**src/rtl/lcd_pkg.sv**
```systemverilog
// Shared definitions for the LCD pixel path: pixel-mode codes, unpacker
// states and per-mode geometry helpers used by the unpacker and encoder.
package lcd_pkg;

  localparam int FIFO_W = 32;
  localparam int PIX_W  = 24;

  // Pixel-mode codes exactly as they appear on lcdbpp.
  typedef enum logic [2:0] {
    BPP1       = 3'b000,
    BPP2       = 3'b001,
    BPP4       = 3'b010,
    BPP8       = 3'b011,
    BPP16_1555 = 3'b100,
    BPP24      = 3'b101,
    BPP16_565  = 3'b110,
    BPP12      = 3'b111
  } bpp_e;

  typedef enum logic [1:0] {
    IDLE,
    FETCH,
    SHIFT
  } unpack_state_e;

  // Pixels per 32-bit frame-buffer word.
  function automatic logic [5:0] ppw_of(bpp_e bpp);
    case (bpp)
      BPP1:    return 6'd32;
      BPP2:    return 6'd16;
      BPP4:    return 6'd8;
      BPP8:    return 6'd4;
      BPP24:   return 6'd1;
      default: return 6'd2;   // both 16bpp formats and 12bpp
    endcase
  endfunction

  // Container width of one pixel inside the word.
  function automatic logic [5:0] cw_of(bpp_e bpp);
    case (bpp)
      BPP1:    return 6'd1;
      BPP2:    return 6'd2;
      BPP4:    return 6'd4;
      BPP8:    return 6'd8;
      BPP24:   return 6'd32;
      default: return 6'd16;
    endcase
  endfunction

  // Number of meaningful bits inside a container.
  function automatic logic [4:0] aw_of(bpp_e bpp);
    case (bpp)
      BPP1:    return 5'd1;
      BPP2:    return 5'd2;
      BPP4:    return 5'd4;
      BPP8:    return 5'd8;
      BPP24:   return 5'd24;
      BPP12:   return 5'd12;
      default: return 5'd16;  // 1:5:5:5 and 5:6:5
    endcase
  endfunction

endpackage

```
**src/rtl/lcd_pixel_extract.sv**
```systemverilog
// Combinational pixel selector: picks pixel idx out of a frame-buffer word
// for the given mode and pixel order, masks it to its active bits and
// zero-extends it to the encoder width.
//   word  : 32-bit frame-buffer word
//   idx   : pixel index within the word (0 = first pixel sent)
//   bpp   : pixel mode
//   bepp  : 0 = pixel0 at LSBs, 1 = pixel0 at MSBs
//   pixel : zero-extended pixel
module lcd_pixel_extract
  import lcd_pkg::*;
#(
  parameter int FIFO_W = lcd_pkg::FIFO_W,
  parameter int PIX_W  = lcd_pkg::PIX_W
) (
  input  logic [FIFO_W-1:0] word,
  input  logic [4:0]        idx,
  input  bpp_e              bpp,
  input  logic              bepp,
  output logic [PIX_W-1:0]  pixel
);

  logic [5:0]        ppw;
  logic [5:0]        cw;
  logic [4:0]        aw;
  logic [4:0]        pos;
  logic [4:0]        shamt;
  logic [FIFO_W-1:0] shifted;
  logic [FIFO_W-1:0] mask;

  always_comb begin
    ppw   = ppw_of(bpp);
    cw    = cw_of(bpp);
    aw    = aw_of(bpp);
    // Big-endian order counts containers from the top; at 24bpp ppw=1 so
    // both orders resolve to container 0.
    pos   = bepp ? 5'(ppw - 6'd1 - {1'b0, idx}) : idx;
    // pos*cw never exceeds 31 for any legal idx, so 5 bits hold the offset.
    shamt = 5'({1'b0, pos} * cw);
    shifted = word >> shamt;
    mask    = (FIFO_W'(1) << aw) - FIFO_W'(1);
    pixel   = PIX_W'(shifted & mask);
  end

endmodule

```
**src/rtl/lcd_pixel_unpacker.sv**
```systemverilog
// Frame-buffer word unpacker between the DMA FIFO and the TFT/STN encoder.
// Pops 32-bit words, splits them into pixels by lcdbpp/lcdbepp and presents
// one pixel per handshake.
//   clk, rst            : clock, asynchronous active-high reset
//   lcden, frame_clr    : enable (low flushes) and start-of-frame flush
//   lcdbpp, lcdbepp     : pixel mode and pixel order (latched per word)
//   fifo_empty, fifo_rd : FIFO status and pop strobe (data next cycle)
//   fifo_rdata          : FIFO read data
//   ps_data, ps_valid   : pixel to the encoder and its valid
//   ps_ready            : encoder accepts the pixel
//   underrun            : one-cycle pulse per starved cycle
module lcd_pixel_unpacker
  import lcd_pkg::*;
#(
  parameter int FIFO_W = lcd_pkg::FIFO_W,
  parameter int PIX_W  = lcd_pkg::PIX_W
) (
  input  logic              clk,
  input  logic              rst,
  input  logic              lcden,
  input  logic              frame_clr,
  input  logic [2:0]        lcdbpp,
  input  logic              lcdbepp,
  input  logic              fifo_empty,
  output logic              fifo_rd,
  input  logic [FIFO_W-1:0] fifo_rdata,
  output logic [PIX_W-1:0]  ps_data,
  output logic              ps_valid,
  input  logic              ps_ready,
  output logic              underrun
);

  unpack_state_e     state;
  logic [4:0]        idx;
  logic [FIFO_W-1:0] word_q;
  bpp_e              bpp_q;
  logic              bepp_q;

  logic              flush;
  logic              hs;
  logic              at_last;
  logic [FIFO_W-1:0] ex_word;
  logic [4:0]        ex_idx;
  bpp_e              ex_bpp;
  logic              ex_bepp;
  logic [PIX_W-1:0]  ex_pixel;

  assign flush   = frame_clr || !lcden;
  assign hs      = ps_valid && ps_ready;
  assign at_last = (idx == 5'(ppw_of(bpp_q) - 6'd1));

  // The pop must go out in the decision cycle so the word is on fifo_rdata
  // during FETCH; a registered strobe would cost an extra bubble per word.
  assign fifo_rd = !rst && !flush && !fifo_empty &&
                   ((state == IDLE) || (state == SHIFT && hs && at_last));

  // The extractor looks one step ahead so ps_data can be registered: in
  // FETCH it sees the incoming word and mode, in SHIFT the next index.
  always_comb begin
    // NOTE: every always_comb output gets a default first so no latch is inferred.
    ex_word = word_q;
    ex_idx  = idx + 5'd1;
    ex_bpp  = bpp_q;
    ex_bepp = bepp_q;
    if (state == FETCH) begin
      ex_word = fifo_rdata;
      ex_idx  = 5'd0;
      ex_bpp  = bpp_e'(lcdbpp);
      ex_bepp = lcdbepp;
    end
  end

  lcd_pixel_extract #(
    .FIFO_W (FIFO_W),
    .PIX_W  (PIX_W)
  ) u_extract (
    .word  (ex_word),
    .idx   (ex_idx),
    .bpp   (ex_bpp),
    .bepp  (ex_bepp),
    .pixel (ex_pixel)
  );

  // NOTE: sequential state uses non-blocking assignments only, so every read
  // in this block sees the pre-edge value regardless of statement order.
  always_ff @(posedge clk or posedge rst) begin
    if (rst) begin
      state    <= IDLE;
      idx      <= 5'd0;
      word_q   <= '0;
      bpp_q    <= BPP1;
      bepp_q   <= 1'b0;
      ps_data  <= '0;
      ps_valid <= 1'b0;
      underrun <= 1'b0;
    end else begin
      // Starvation is only counted while idle; FETCH bubbles are expected.
      underrun <= lcden && ps_ready && !ps_valid && fifo_empty && (state == IDLE);

      if (flush) begin
        state    <= IDLE;
        idx      <= 5'd0;
        ps_valid <= 1'b0;
      end else begin
        case (state)
          IDLE: begin
            if (!fifo_empty) state <= FETCH;
          end
          FETCH: begin
            word_q   <= fifo_rdata;
            bpp_q    <= bpp_e'(lcdbpp);
            bepp_q   <= lcdbepp;
            idx      <= 5'd0;
            ps_data  <= ex_pixel;
            ps_valid <= 1'b1;
            state    <= SHIFT;
          end
          SHIFT: begin
            if (hs) begin
              if (!at_last) begin
                idx     <= idx + 5'd1;
                ps_data <= ex_pixel;
              end else begin
                ps_valid <= 1'b0;
                idx      <= 5'd0;
                state    <= fifo_empty ? IDLE : FETCH;
              end
            end
          end
          default: state <= IDLE;
        endcase
      end
    end
  end

endmodule

```
**config.mk**
```make
export PLATFORM = sky130hd
export DESIGN_NAME = lcd_pixel_unpacker
export DESIGN_NICKNAME = d
export VERILOG_FILES = /design/src/rtl/lcd_pkg.sv /design/src/rtl/lcd_pixel_extract.sv /design/src/rtl/lcd_pixel_unpacker.sv
export SDC_FILE = /design/constraint.sdc
export NUM_CORES = 1
export LEC_CHECK = 0
export BUFFER_PORTS_ARGS = -buffer_cell sky130_fd_sc_hd__buf_4
export CAP_MARGIN = 20
export CORE_UTILIZATION = 54
export CTS_CLUSTER_SIZE = 16
export DETAILED_ROUTE_END_ITERATION = 8
export HOLD_SLACK_MARGIN = 0.03
export PLACE_DENSITY = 0.84
export SLEW_MARGIN = 20
export SYNTH_ARGS = -nofsm -noshare
export SYNTH_HDL_FRONTEND = slang
export SYNTH_HIERARCHICAL = 1
export SYNTH_SLANG_ARGS = --single-unit
export TNS_END_PERCENT = 20
```
**constraint.sdc**
```tcl
create_clock -name clk -period 6.9 [get_ports clk]
set_clock_uncertainty 0.15 [all_clocks]
set_input_delay 0.345 -clock clk [delete_from_list [all_inputs] [get_ports clk]]
set_output_delay 0.345 -clock clk [all_outputs]
set_load 0.05 [all_outputs]
```
---- Word level (Yosys, flattened, before mapping) ----
Cells that the tools add are included.
word-level totals
  input port bits ......................... 42
  output and inout port bits .............. 27
  word-level logic and storage cells ...... 87
  flip-flop bits (word level) ............. 69
operators by class
  multipliers ............................. 1
  mux-type cells .......................... 26
  bitwise logic cells ..................... 2
  reductions and logical operators ........ 26
  add/sub/neg operators ................... 5
  shifts and indexed selects .............. 2
  equal/unequal tests ..................... 17
operator list
  kind                                                 count
  case mux 5 bit (5 select lines)                      2
  2-to-1 mux 24 bit                                    2
  case mux 24 bit (2 select lines)                     1
  2-to-1 mux 32 bit                                    1
  right shift 32 x 5 -> 24 bit                         1
  case mux 5 bit (6 select lines)                      1
  case mux 6 bit (5 select lines)                      1
  2-to-1 mux 5 bit                                     5
  AND 24 bit                                           1
  left shift 1 x 5 -> 24 bit (first input constant)    1
  subtractor 24 x 2 -> 24 bit (second input constant)  1
  == test 3 x 2 -> 1 bit (second input constant)       4
  logical AND 1 bit                                    10
  case mux 5 bit (2 select lines)                      1
  subtractor 5 x 1 -> 5 bit (second input constant)    2
  == test 3 bit (second input constant)                3
  inequality test 3 bit (second input constant)        3
  2-to-1 mux 2 bit                                     4
  == test 3 x 1 -> 1 bit (second input constant)       2
  zero test 3 bit                                      2
  multiplier 5 x 6 -> 5 bit                            1
  case mux 2 bit (3 select lines)                      1
  AND reduction 3 bit                                  2
  adder 5 x 1 -> 5 bit (second input constant)         1
  other kinds (16)                                     26

---- Longest topological paths before layout ----
Gate-level depths: netlist of the first run.
  depth in word-level cells ............... 13
  mapped depth ............................ 30
  depth with buffers taken out ............ 26

---- Hierarchy ----
The synthesis of the first run kept the hierarchy.
modules (own cells, without submodules)
  module              times used  sequential area each (µm²)  cells an instance  area an instance (µm²)
  lcd_pixel_unpacker  1           1,726.7                     346                3,601.0
  lcd_pixel_extract   1           0.0                         271                2,403.6

---- Worst setup path before layout of the first run ----
OpenSTA, ideal clock, no wires.
  kind .................................... reg2reg
  start point ............................. register state[1]
  end point ............................... register ps_data[0]
  setup time .............................. 0.125 ns
  required time ........................... 6.625 ns
  cell stages (with the launch flop) ...... 27
  path buffers ............................ 7
  arrival time ............................ 6.686 ns
  period minus slack after synthesis ...... 6.961 ns
  setup slack ............................. -0.061 ns
  path through ............................ dfrtp_1 > inv_1 > ha_1 > clkbuf_1 > clkbuf_1 > mux2_2 > buf_2 > clkbuf_1 > nand2_1 > inv_1 > ha_1 > inv_1 > fa_1 > and2_0 > o21ai_0 > xor2_1 > nor2_1 > ha_1 > ha_1 > fa_1 > fa_1 > clkbuf_1 > clkbuf_1 > clkbuf_1 > mux4_2 > mux2_2 > mux2_2
between the ends
  cells in the longest elaborated chain, start to end .. 13
  elaborated cells on any way between the ends .. 30
  those cells by class .................... 3 x add/sub; 1 x mul; 9 x eq/ne; 2 x shift; 11 x mux; 1 x bitwise; 3 x reduce/logical
ends and longest elaborated chain
  what                                         RTL line                                     text
  start: declaration                           lcd_pixel_unpacker.sv:33                     unpack_state_e state;
  start signal: assignment                     lcd_pixel_unpacker.sv:126                    state <= fifo_empty ? IDLE : FETCH;
  == test 2 x 1 -> 1 bit (*)                   lcd_pixel_unpacker.sv:65                     if (state == FETCH) begin
  2-to-1 mux 3 bit (*)                         lcd_pixel_unpacker.sv:65
  named net ex_bpp[2]                          lcd_pixel_unpacker.sv:44                     bpp_e ex_bpp;
  == test 3 bit, or another cell as far along  lcd_pkg.sv:28, lcd_pkg.sv:40, lcd_pkg.sv:52
  case mux 5 bit (5 select lines)              lcd_pkg.sv:28                                case (bpp)
  subtractor 5 x 1 -> 5 bit                    lcd_pixel_extract.sv:36                      pos = bepp ? 5'(ppw - 6'd1 - {1'b0, idx}) : idx;
  subtractor 5 bit                             lcd_pixel_extract.sv:36
  2-to-1 mux 5 bit                             lcd_pixel_extract.sv:36
  multiplier 5 x 6 -> 5 bit                    lcd_pixel_extract.sv:38                      shamt = 5'({1'b0, pos} * cw);
  right shift 32 x 5 -> 24 bit                 lcd_pixel_extract.sv:39                      shifted = word >> shamt;
  AND 24 bit (*)                               lcd_pixel_extract.sv:41                      pixel = PIX_W'(shifted & mask);
  named net ex_pixel[0]                        lcd_pixel_unpacker.sv:46                     logic [PIX_W-1:0] ex_pixel;
  2-to-1 mux 24 bit                            lcd_pixel_unpacker.sv:120                    if (!at_last) begin
  2-to-1 mux 24 bit                            lcd_pixel_unpacker.sv:119                    if (hs) begin
  case mux 24 bit (2 select lines) (*)         lcd_pixel_unpacker.sv:105                    case (state)
  end signal: assignment                       lcd_pixel_unpacker.sv:114                    ps_data <= ex_pixel;
  end signal: assignment                       lcd_pixel_unpacker.sv:122                    ps_data <= ex_pixel;
  end: declaration                             lcd_pixel_unpacker.sv:27                     output logic [PIX_W-1:0] ps_data,
The timed path passes the listed nets; every way through them passes the cells marked *. The select of a mux whose other input is x is not followed.
A chain may end at the register's enable or synchronous reset.

---- Worst setup path after layout of the first run ----
  start point ............................. register state[1]
  end point ............................... register ps_data[23]
The elaborated chain is that of the path after synthesis.

==> qor.yml, run 1 <==
avgRoutedWirePerCell_microns: 18.5
outcome: "complete, no violations"
worst_r2r_endpoint: "ps_data[23]$_DFFE_PP0P_"
diodes: 0
power_density_mw_per_mm2: 377
slew_headroom: 0.381
synth_top_cell_area_share: 0.288
ff2ff_path_depth: 26
hold_buffers: 0
grt_overflow: 0
num_vias: 5040
grt_pass1_wl_mm: 24.3
cts_tree: "built"
crit_start: "state[1]$_DFFE_PP0P_"
cp.arrival_ns: 6.71
place_area_sq_mm: 0.00657
clockBufferDepth: 2
end_kind: "flip-flop"
antenna_found_initial: 0
fmax_mhz: 153
path_max_fanout: 8
grt_start_max_net_pins: 70
tightest_slew_ns: 0.926
yosys-top-cells-count: "nand2_1 (133), dfrtp_1 (69), mux2_2 (46)"
synth_area_per_cell_sq_um: 9.73
clock_latency_ns: 0.38
synthMostInstantiatedCell: "nand2_1"
via_per_inst: 6.21
root_buffer: "clkbuf_8"
synth_area_leaders: "dfrtp_1 (29%), mux4_2 (10%), mux2_2 (8.6%)"
hpwl_mm: 11.2
fin_area_sq_mm: 0.00685
die_area_sq_mm: 0.0115
r2r_slack_ns: 0.35
synth_seq_cells: 69
hold_path_class: "in -> reg"
drv_cap: 0
rsz0062_at_grt: "false"
tns_ns: 0
synth_cell_types: 72
syn_inst: 617
cts_sinks: 69
finalSetupViolCount: 0
drtPass1Iterations: 6
cp.required_ns: 7.06
endpoint: "ps_data[23]$_DFFE_PP0P_"
syn_to_final_growth_pct: 14.1
async_reset_ff_frac: 1.00
fp-row-count: 38
period_minus_slack_ns: 6.55
chipWidth_microns: 107
drc_errors: 0
routabilityCongestion: 0.918
ant_nets: 0
maxSlewViolCount: 0
ys_seq_area_frac: 0.288
cts_max_level: 3
ir_drop_v: 0.000196
hold_viol_final: 0
clk_pin_slew_ns: 0.08
synthesis.nets: 679
initial_core_util: 0.554
synth_warnings: 6
cts_made_buffers: 9
cp-start-kind: "flip-flop"
die_h_microns: 107
layout.nets: 729
fin_crit_sh: 0.949
r2r-start: "state[1]$_DFFE_PP0P_"
port_buffers: 68
power.leakage_nw: 3.15
syn_area_sq_mm: 0.00600
synth-edff-count: 0
drive_gt1_frac: 0.324
dominantRegCellSynth: "dfrtp_1"
drt-total-wl_mm: 15.0
drtIter0Drc: 391
grt_pass1_vias: 4833
core_sq_mm: 0.0108
path_class: "reg -> reg"
yosysTopAreaCell: "dfrtp_1"
io_pins: 69
grt_use_total: 0.276
-- placed cells by master, fill, tap and decap left out, types with 3 or more instances in the layout --
| master | Yosys | final |
|---|---|---|
| a22oi_1 | 5 | 5 |
| o21a_1 | 3 | 3 |
| nand3_1 | 10 | 10 |
| and2_1 | 4 | 4 |
| mux2_4 | 20 | 21 |
| clkbuf_8 | 0 | 11 |
| nor3_1 | 9 | 9 |
| inv_1 | 16 | 14 |
| nor2b_1 | 5 | 3 |
| mux4_2 | 27 | 27 |
| ha_1 | 17 | 16 |
| buf_4 | 3 | 80 |
| nand4_1 | 4 | 4 |
| mux2i_1 | 24 | 24 |
| o211ai_1 | 5 | 5 |
| a21oi_1 | 18 | 18 |
| a22o_1 | 11 | 11 |
| mux2_2 | 46 | 45 |
| mux4_1 | 5 | 5 |
| or2_2 | 5 | 5 |
| and3_1 | 8 | 8 |
| a31oi_1 | 3 | 3 |
| fa_1 | 3 | 3 |
| nor2_1 | 24 | 22 |
| o21ai_0 | 22 | 22 |
| xnor2_1 | 12 | 11 |
| o22ai_1 | 3 | 3 |
| nand3b_1 | 3 | 3 |
| nand2b_1 | 9 | 9 |
| dfrtp_1 | 69 | 69 |
| nand2_1 | 133 | 133 |
-- metrics by stage --
stage                     hold WS, ns   util  cells  worst slack, ns  total power, mW
final                          0.0638  0.632    812            0.354             2.58
after global routing           0.0746  0.632    812           0.0605             2.73
after CTS                      0.0499  0.626    809            0.216             2.55
after detailed placement        0.309  0.606    793            0.236             2.19
after global placement          0.303  0.606    793            0.469             2.14
after floorplan                 0.292      -    617           0.0877             1.80
-- where the power goes --
group	switching [mW]	internal [mW]	leakage (nW)
registers	0.0654	0.500	0.923
clock network	0.167	0.186	0.102
logic	0.954	0.708	2.13
total	1.19	1.39	3.15
-- layout make-up --
| class | instances | area, sq um |
|---|---|---|
| flip-flops and latches | 69 | 1730 |
| multi-input cells | 488 | 4030 |
| fillers | 892 | 3990 |
| repair buffers | 83 | 653 |
| clock buffers | 11 | 151 |
| clock inverters | 5 | 58.8 |
| inverters | 16 | 60.1 |
| well taps | 140 | 175 |
-- critical path: stages (launching register included) --
cell       delay [ns]
dfrtp_1          0.43
inv_2            0.13
ha_4             0.17
mux2_2           0.34
and2b_1          0.21
nand2_1          0.10
inv_1            0.13
ha_1             0.18
inv_1            0.06
fa_1             0.45
and2_0           0.17
o21ai_0          0.22
xor2_1           0.24
nor2_1           0.08
ha_1             0.29
ha_1             0.32
fa_1             0.51
fa_1             0.44
xnor2_1          0.20
xnor2_1          0.16
xnor2_1          0.12
xnor2_2          0.27
xnor2_2          0.17
mux2i_2          0.12
buf_4            0.20
a2111oi_1        0.40
mux2_4           0.22
-- state kept, by name (all words and copies together), names as in the netlist --
name and cells:
word_q 32, ps_data 24, idx 5, bpp_q 3, state 2, bepp_q 1, ps_valid 1, underrun 1
-- logic make-up (layout without fill, tap and decap cells) --
| group | Yosys count | after routing | synth area share |
|---|---|---|---|
| xor gates and xnor gates | 16 | 16 | 0.0258 |
| other | 1 | 1 | 0.000625 |
| adders and majority gates | 21 | 21 | 0.0471 |
| AOI/OAI and AO/OA | 95 | 95 | 0.110 |
| buffers and inverters | 60 | 115 | 0.0486 |
| DFF | 69 | 69 | 0.288 |
| and+or+nand+nor | 232 | 232 | 0.179 |
| muxes | 123 | 123 | 0.302 |
-- per-layer routing --
metal  vias to the layer above  track usage  part of all wire
met2                       207        0.425              0.46
met5                         -            0                 0
li1                       2326            -                 -
met4                         0        0.133             0.031
met1                      2475        0.371              0.44
met3                        32       0.0581             0.065
-- timing repair --
| item | in CTS | in global routing |
|---|---|---|
| buffers inserted | 0 | 1 |
| gates resized for setup | 0 | 8 |
| endpoints found under the setup margin | 0 | 13 |
-- worst min path at each step --
stage / cells past startpoint / from / end / slack (ns)
after floorplan: 2 / word_q[0]$_DFFE_PP0P_ / word_q[0]$_DFFE_PP0P_ / 0.29
after global placement: 2 / word_q[25]$_DFFE_PP0P_ / word_q[25]$_DFFE_PP0P_ / 0.30
after detailed placement: 2 / word_q[3]$_DFFE_PP0P_ / word_q[3]$_DFFE_PP0P_ / 0.31
after CTS: 2 / ps_ready / ps_valid$_DFFE_PP0P_ / 0.05
after global routing: 3 / lcden / underrun$_DFF_PP0_ / 0.07
final: 2 / ps_ready / ps_valid$_DFFE_PP0P_ / 0.06
No activity file was read; power rests on OpenSTA's default activity.
==> run 2, diff against run 1 <==
--- a/config.mk
+++ b/config.mk
@@ -12,6 +12,7 @@
 export DETAILED_ROUTE_END_ITERATION = 8
 export HOLD_SLACK_MARGIN = 0.03
 export PLACE_DENSITY = 0.84
+export REMOVE_ABC_BUFFERS = 1
 export SLEW_MARGIN = 20
 export SYNTH_ARGS = -nofsm -noshare
 export SYNTH_HDL_FRONTEND = slang
==> constraint.sdc (replaced) <==
create_clock -name clk -period 5.3 [get_ports clk]
set_clock_uncertainty 0.15 [all_clocks]
set_input_delay 0.265 -clock clk [delete_from_list [all_inputs] [get_ports clk]]
set_output_delay 0.265 -clock clk [all_outputs]
set_load 0.05 [all_outputs]
==> run 2 against run 1 <==
Against the previous run: the flow now finishes with violations (setup timing); sequential cell count did not move; clock power grew 38%; sequential share of layout area decreased by 2.3 points; worst setup slack got worse by 0.99 ns; first-iteration DRC count down 6.9%; largest power group unchanged.
==> qor.yml, run 2 (synthesis gave the netlist of run 1 again) <==
outcome: "finished, violations left"
violations: "setup timing"
syn_to_final_growth_pct: 25.6
rsz0062_at_grt: "true"
initial_core_util: 0.554
hold_path_class: "in -> reg"
clockBufferDepth: 2
met1_length_mm: 7.14
cp.required_ns: 5.41
grt_pass1_vias: 5293
maxSlewViolCount: 0
routabilityCongestion: 0.896
port_buffers: 68
clk_pin_slew_ns: 0.08
core_sq_mm: 0.0108
path_max_fanout: 9
path_class: "reg -> reg"
crit_start: "state[1]$_DFFE_PP0P_"
diodes: 0
holdPathEnd: "word_q[0]$_DFFE_PP0P_"
place_ws_ns: -1.06
grt_pass1_wl_mm: 27.7
drive_gt1_frac: 0.410
final_common_cell: "buf_4"
die_area_sq_mm: 0.0115
fmax_mhz: 168
fp-row-count: 38
slowest_delay_ns: 0.45
mostFrequentLayoutCells: "buf_4 (136), nand2_1 (132), dfrtp_1 (69), mux2_2 (39)"
slowest_stage: "fa_1"
largest_reg_flops: 32
min_delay_path_depth: 4
end_kind: "flip-flop"
drtIter0Drc: 364
finalSetupViolCount: 24
clock_latency_ns: 0.37
wl_met3_microns: 870
avgRoutedWirePerCell_microns: 19.5
top_register: "word_q"
hpwl_mm: 12.2
layout.nets: 792
drtPass1Iterations: 6
antenna_found_initial: 0
cp.arrival_ns: 6.05
slew_headroom: 0.262
power_density_mw_per_mm2: 501
hold_viol_final: 0
die_h_microns: 107
root_buffer: "clkbuf_8"
worst_r2r_endpoint: "ps_data[0]$_DFFE_PP0P_"
cts_tree: "built"
grt_overflow: 0
ant_nets: 0
cts_made_buffers: 9
grt_use_total: 0.311
drv_cap: 0
final_util: 0.696
ff2ff_path_depth: 23
cts_max_level: 3
r2r_slack_ns: -0.64
period_minus_slack_ns: 5.94
drt-total-wl_mm: 17.0
power.leakage_nw: 3.47
dr_wl_met2_mm: 8.52
io_pins: 69
chipWidth_microns: 107
top_regs: "word_q: 32 flops, ps_data: 24 flops, idx: 5 flops"
fin_crit_sh: 1.12
ir_drop_v: 0.000257
cts_sinks: 69
top_layer: "met4"
r2r-start: "state[1]$_DFFE_PP0P_"
timing.final.ws_setup_ns: -0.638
cp-start-kind: "flip-flop"
tns_ns: -13.14
worstHoldStart: "fifo_rdata[0]"
grt_start_max_net_pins: 43
crit_chain: "inv_2, ha_4, buf_4, mux2_4, buf_4, or3b_1, inv_1, ha_1, xnor2_1, a21oi_1, nor2_1, ha_1, ha_4, fa_1, fa_2, xnor2_2, xnor2_1, xnor2_1, xnor2_2, xnor2_2, mux2_4, mux2_4, mux2_2"
drc_errors: 0
tightest_slew_ns: 1.11
via_per_inst: 6.17
num_vias: 5402
==> run 2: changes by cell type in the layout (fill, tap and decap cells not counted), moves of 3 or more <==
cell	delta
buf_4	+56
mux2_2	-6
mux2_4	+6
dlygate4sd3_1	+5
ha_1	-5
ha_4	+5
o21ai_0	-4
and3_1	-3
and3_4	+3
buf_6	+3
mux2i_1	-3
==> run 2: final cells by class <==
class / instances / area [sq um]
repair buffers: 146 / 1140
clock inverters: 5 / 75.1
well taps: 140 / 175
inverters: 16 / 60.1
fillers: 810 / 3300
multi-input cells: 488 / 4240
flip-flops and latches: 69 / 1730
clock buffers: 11 / 131
==> run 2: worst max-delay path, delay by kind of cell, from the launching register on <==
kind | cells | cell delay, ns
AO/OA/AOI/OAI | 1 | 0.18
XOR/XNOR | 6 | 1.00
adder cells (fa/ha/maj) | 6 | 1.86
buffers and inverters | 4 | 0.49
flip-flops | 1 | 0.39
multiplexers | 4 | 1.28
AND/OR/NAND/NOR | 2 | 0.48
==> run 2: per-stage QoR <==
| stage | area, sq um | hold slack (ns) | cells | power, mW |
|---|---|---|---|---|
| floorplan | 5770 | 0.227 | 573 | 2.28 |
| global placement | 6960 | 0.252 | 845 | 3.01 |
| detailed placement | 6960 | 0.270 | 845 | 3.05 |
| CTS | 7490 | 0.106 | 873 | 3.69 |
| global route | 7540 | 0.124 | 875 | 3.96 |
| finish | 7540 | 0.101 | 875 | 3.78 |
==> run 2: repair_timing <==
action,4_1_cts,5_1_grt
hold buffers,5,0
pin swaps,21,9
buffers inserted,7,3
setup endpoints to repair,24,24
hold endpoints to repair,30,0
resized for setup,49,9
==> run 2: how the worst max path moves through the flow <==
stage	end	slack, ns	cells past startpoint
floorplan	ps_data[10]$_DFFE_PP0P_	-2.30	25
global placement	ps_data[23]$_DFFE_PP0P_	-0.85	25
detailed placement	ps_data[10]$_DFFE_PP0P_	-1.06	25
CTS	ps_data[10]$_DFFE_PP0P_	-0.55	25
global route	ps_data[0]$_DFFE_PP0P_	-0.80	27
finish	ps_data[0]$_DFFE_PP0P_	-0.64	23
==> run 2: power breakdown <==
part           switching [mW]  internal (mW)  total, mW
Combinational            1.40           1.16       2.57
Sequential             0.0754          0.650      0.726
Clock                   0.226          0.263      0.490
Total                    1.71           2.08       3.78
==> run 2: layer usage <==
| metal | global-route usage | up-vias |
|---|---|---|
| li1 | - | 2453 |
| met1 | 0.402 | 2682 |
| met2 | 0.535 | 219 |
| met3 | 0.0400 | 48 |
| met4 | 0.114 | 0 |
| met5 | 0 | - |
==> run 3, diff against run 2 <==
--- a/config.mk
+++ b/config.mk
@@ -5,15 +5,15 @@
 export SDC_FILE = /design/constraint.sdc
 export NUM_CORES = 1
 export LEC_CHECK = 0
-export BUFFER_PORTS_ARGS = -buffer_cell sky130_fd_sc_hd__buf_4
+export BUFFER_PORTS_ARGS = -buffer_cell sky130_fd_sc_hd__clkbuf_2
 export CAP_MARGIN = 20
-export CORE_UTILIZATION = 54
+export CORE_UTILIZATION = 55
+export CTS_BUF_LIST = sky130_fd_sc_hd__clkbuf_4 sky130_fd_sc_hd__clkbuf_8
 export CTS_CLUSTER_SIZE = 16
 export DETAILED_ROUTE_END_ITERATION = 8
 export HOLD_SLACK_MARGIN = 0.03
-export PLACE_DENSITY = 0.84
+export PLACE_DENSITY = 0.85
 export REMOVE_ABC_BUFFERS = 1
-export SLEW_MARGIN = 20
 export SYNTH_ARGS = -nofsm -noshare
 export SYNTH_HDL_FRONTEND = slang
 export SYNTH_HIERARCHICAL = 1
==> run 3 against run 2 <==
Against the previous run: the run still ends with setup timing left; sequential cell count unchanged; via count down 1.7%; design area down 3.1%; first-iteration DRC count up 13%; utilization up 0.25 points; worst setup slack better by 0.0036 ns; critical endpoint unchanged; clock-buffer cell count down 2; highest routed layer unchanged; critical path depth up 2; register-to-register slack about the same; worst hold slack better by 0.031 ns; wire length down 2.8%; global-route usage down 0.63 points.
==> qor.yml, run 3 (synthesis gave the netlist of run 1 again) <==
outcome: "finished, violations left"
violations: "setup timing"
dr_wl_met2_mm: 8.10
fp-row-count: 37
maxSlewViolCount: 0
num_vias: 5311
min_delay_path_depth: 4
top_layer: "met4"
sw_frac_of_total: 0.457
hold_path_class: "in -> reg"
clock_latency_ns: 0.36
slew_headroom: 0.544
drc_errors: 0
syn_to_final_growth_pct: 21.7
grt_use_total: 0.305
wl_met3_microns: 853
fmax_mhz: 169
cp-start-kind: "flip-flop"
chipWidth_microns: 106
ant_nets: 0
clkPwrFrac: 0.134
cts_max_level: 3
grt_overflow: 0
period_minus_slack_ns: 5.93
cts_made_buffers: 9
die_area_sq_mm: 0.0113
finalSetupViolCount: 24
fin_crit_sh: 1.12
met1_length_mm: 7.22
drt-total-wl_mm: 16.5
cts_tree: "built"
clk_pin_slew_ns: 0.09
mostFrequentLayoutCells: "nand2_1 (132), dfrtp_1 (69), clkbuf_2 (68), buf_4 (65), mux2_2 (38)"
hpwl_mm: 12.1
antenna_found_initial: 0
root_buffer: "clkbuf_8"
io_pins: 69
clockBufferDepth: 2
pwr-share-comb: 0.667
core_sq_mm: 0.0105
power_density_mw_per_mm2: 498
nFillCells: 771
drtPass1Iterations: 5
layout.nets: 791
grt_pass1_vias: 5256
hold_viol_final: 0
drive_gt1_frac: 0.402
timing.final.ws_setup_ns: -0.634
tightest_slew_ns: 0.674
power.leakage_nw: 3.42
top_regs: "word_q: 32 flops, ps_data: 24 flops, idx: 5 flops"
final_cell_count_no_fill: 870
routabilityCongestion: 0.951
cp.arrival_ns: 6.03
top_register: "word_q"
largest_reg_flops: 32
path_max_fanout: 6
cts_sinks: 69
p_int_mw: 1.97
p_sw_mw: 1.66
grt_start_max_net_pins: 43
final_util: 0.698
drv_cap: 0
ir_drop_v: 0.000269
ff2ff_path_depth: 25
final_common_cell: "nand2_1"
cp.required_ns: 5.40
pwr-share-seq: 0.198
path_class: "reg -> reg"
initial_core_util: 0.574
avgRoutedWirePerCell_microns: 19.0
grt_pass1_wl_mm: 26.9
diodes: 0
drtIter0Drc: 413
die_h_microns: 106
via_per_inst: 6.10
rsz0062_at_grt: "true"
holdWs_ns: 0.133
port_buffers: 68
end_kind: "flip-flop"
place_inst: 837
## run 3: critical path: stages, from the launching register on
cell	delay (ns)
dfrtp_1	0.39
inv_2	0.08
ha_4	0.15
mux2_4	0.31
and2b_1	0.24
nand2_2	0.08
inv_2	0.08
ha_4	0.13
inv_2	0.03
fa_2	0.37
and2_4	0.16
o21ai_2	0.14
xor2_1	0.22
nor2_1	0.08
ha_1	0.31
ha_4	0.23
fa_1	0.51
fa_2	0.42
xnor2_2	0.15
xnor2_1	0.13
xnor2_1	0.24
xnor2_2	0.12
xnor2_2	0.18
mux2_4	0.35
mux2_4	0.31
mux2_4	0.25
## run 3: worst paths after layout
| path | slack (ns) | to | start |
|---|---|---|---|
| max | -0.63 | ps_data[0]$_DFFE_PP0P_ | state[1]$_DFFE_PP0P_ |
| min | 0.13 | word_q[0]$_DFFE_PP0P_ | fifo_rdata[0] |
| max reg2reg | -0.63 | ps_data[0]$_DFFE_PP0P_ | state[1]$_DFFE_PP0P_ |
| min reg2reg | 0.33 | word_q[21]$_DFFE_PP0P_ | word_q[21]$_DFFE_PP0P_ |
| max in group asynchronous | 3.63 | word_q[29]$_DFFE_PP0P_ | rst |
| min in group asynchronous | 0.39 | state[0]$_DFFE_PP0P_ | rst |
## run 3: per-stage QoR
stage                     cell area, sq um  setup TNS [ns]  total power, mW  setup WS (ns)
final                                 7310          -13.14             3.64         -0.634
after global routing                  7310          -18.06             3.84         -0.835
after CTS                             7190          -10.55             3.55         -0.535
after detailed placement              6740          -21.12             2.96          -1.04
after global placement                6740          -17.29             2.92         -0.856
after floorplan                       5770          -49.04             2.28          -2.30
## run 3: repair_timing
action,in CTS,in global routing
pin swaps,20,19
hold buffers,5,0
hold endpoints to repair,32,0
setup endpoints to repair,24,24
gates resized for setup,28,17
buffers inserted,7,3
## run 3: per-layer routing
metal  track usage  vias up
li1              -     2454
met4        0.0988        0
met1         0.407     2635
met5             0        -
met3        0.0576       26
met2         0.502      196
## run 3: layout make-up
cell class	instances	area (sq um)	share of cell area
timing repair buffer	145	962	0.132
inverter	16	60.1	0.00822
tap	136	170	0.0233
clock inverter	7	97.6	0.0134
sequential	69	1730	0.236
clock buffer	9	124	0.0170
multi-input combinational	488	4170	0.570
## run 3: power groups by stage
stage | Clock, mW | Sequential, mW | Combinational (mW)
after detailed placement | 0 | 0.730 | 2.23
final | 0.489 | 0.722 | 2.43
after global routing | 0.520 | 0.737 | 2.58
after floorplan | 0 | 0.916 | 1.37
after CTS | 0.494 | 0.721 | 2.33
after global placement | 0 | 0.721 | 2.20
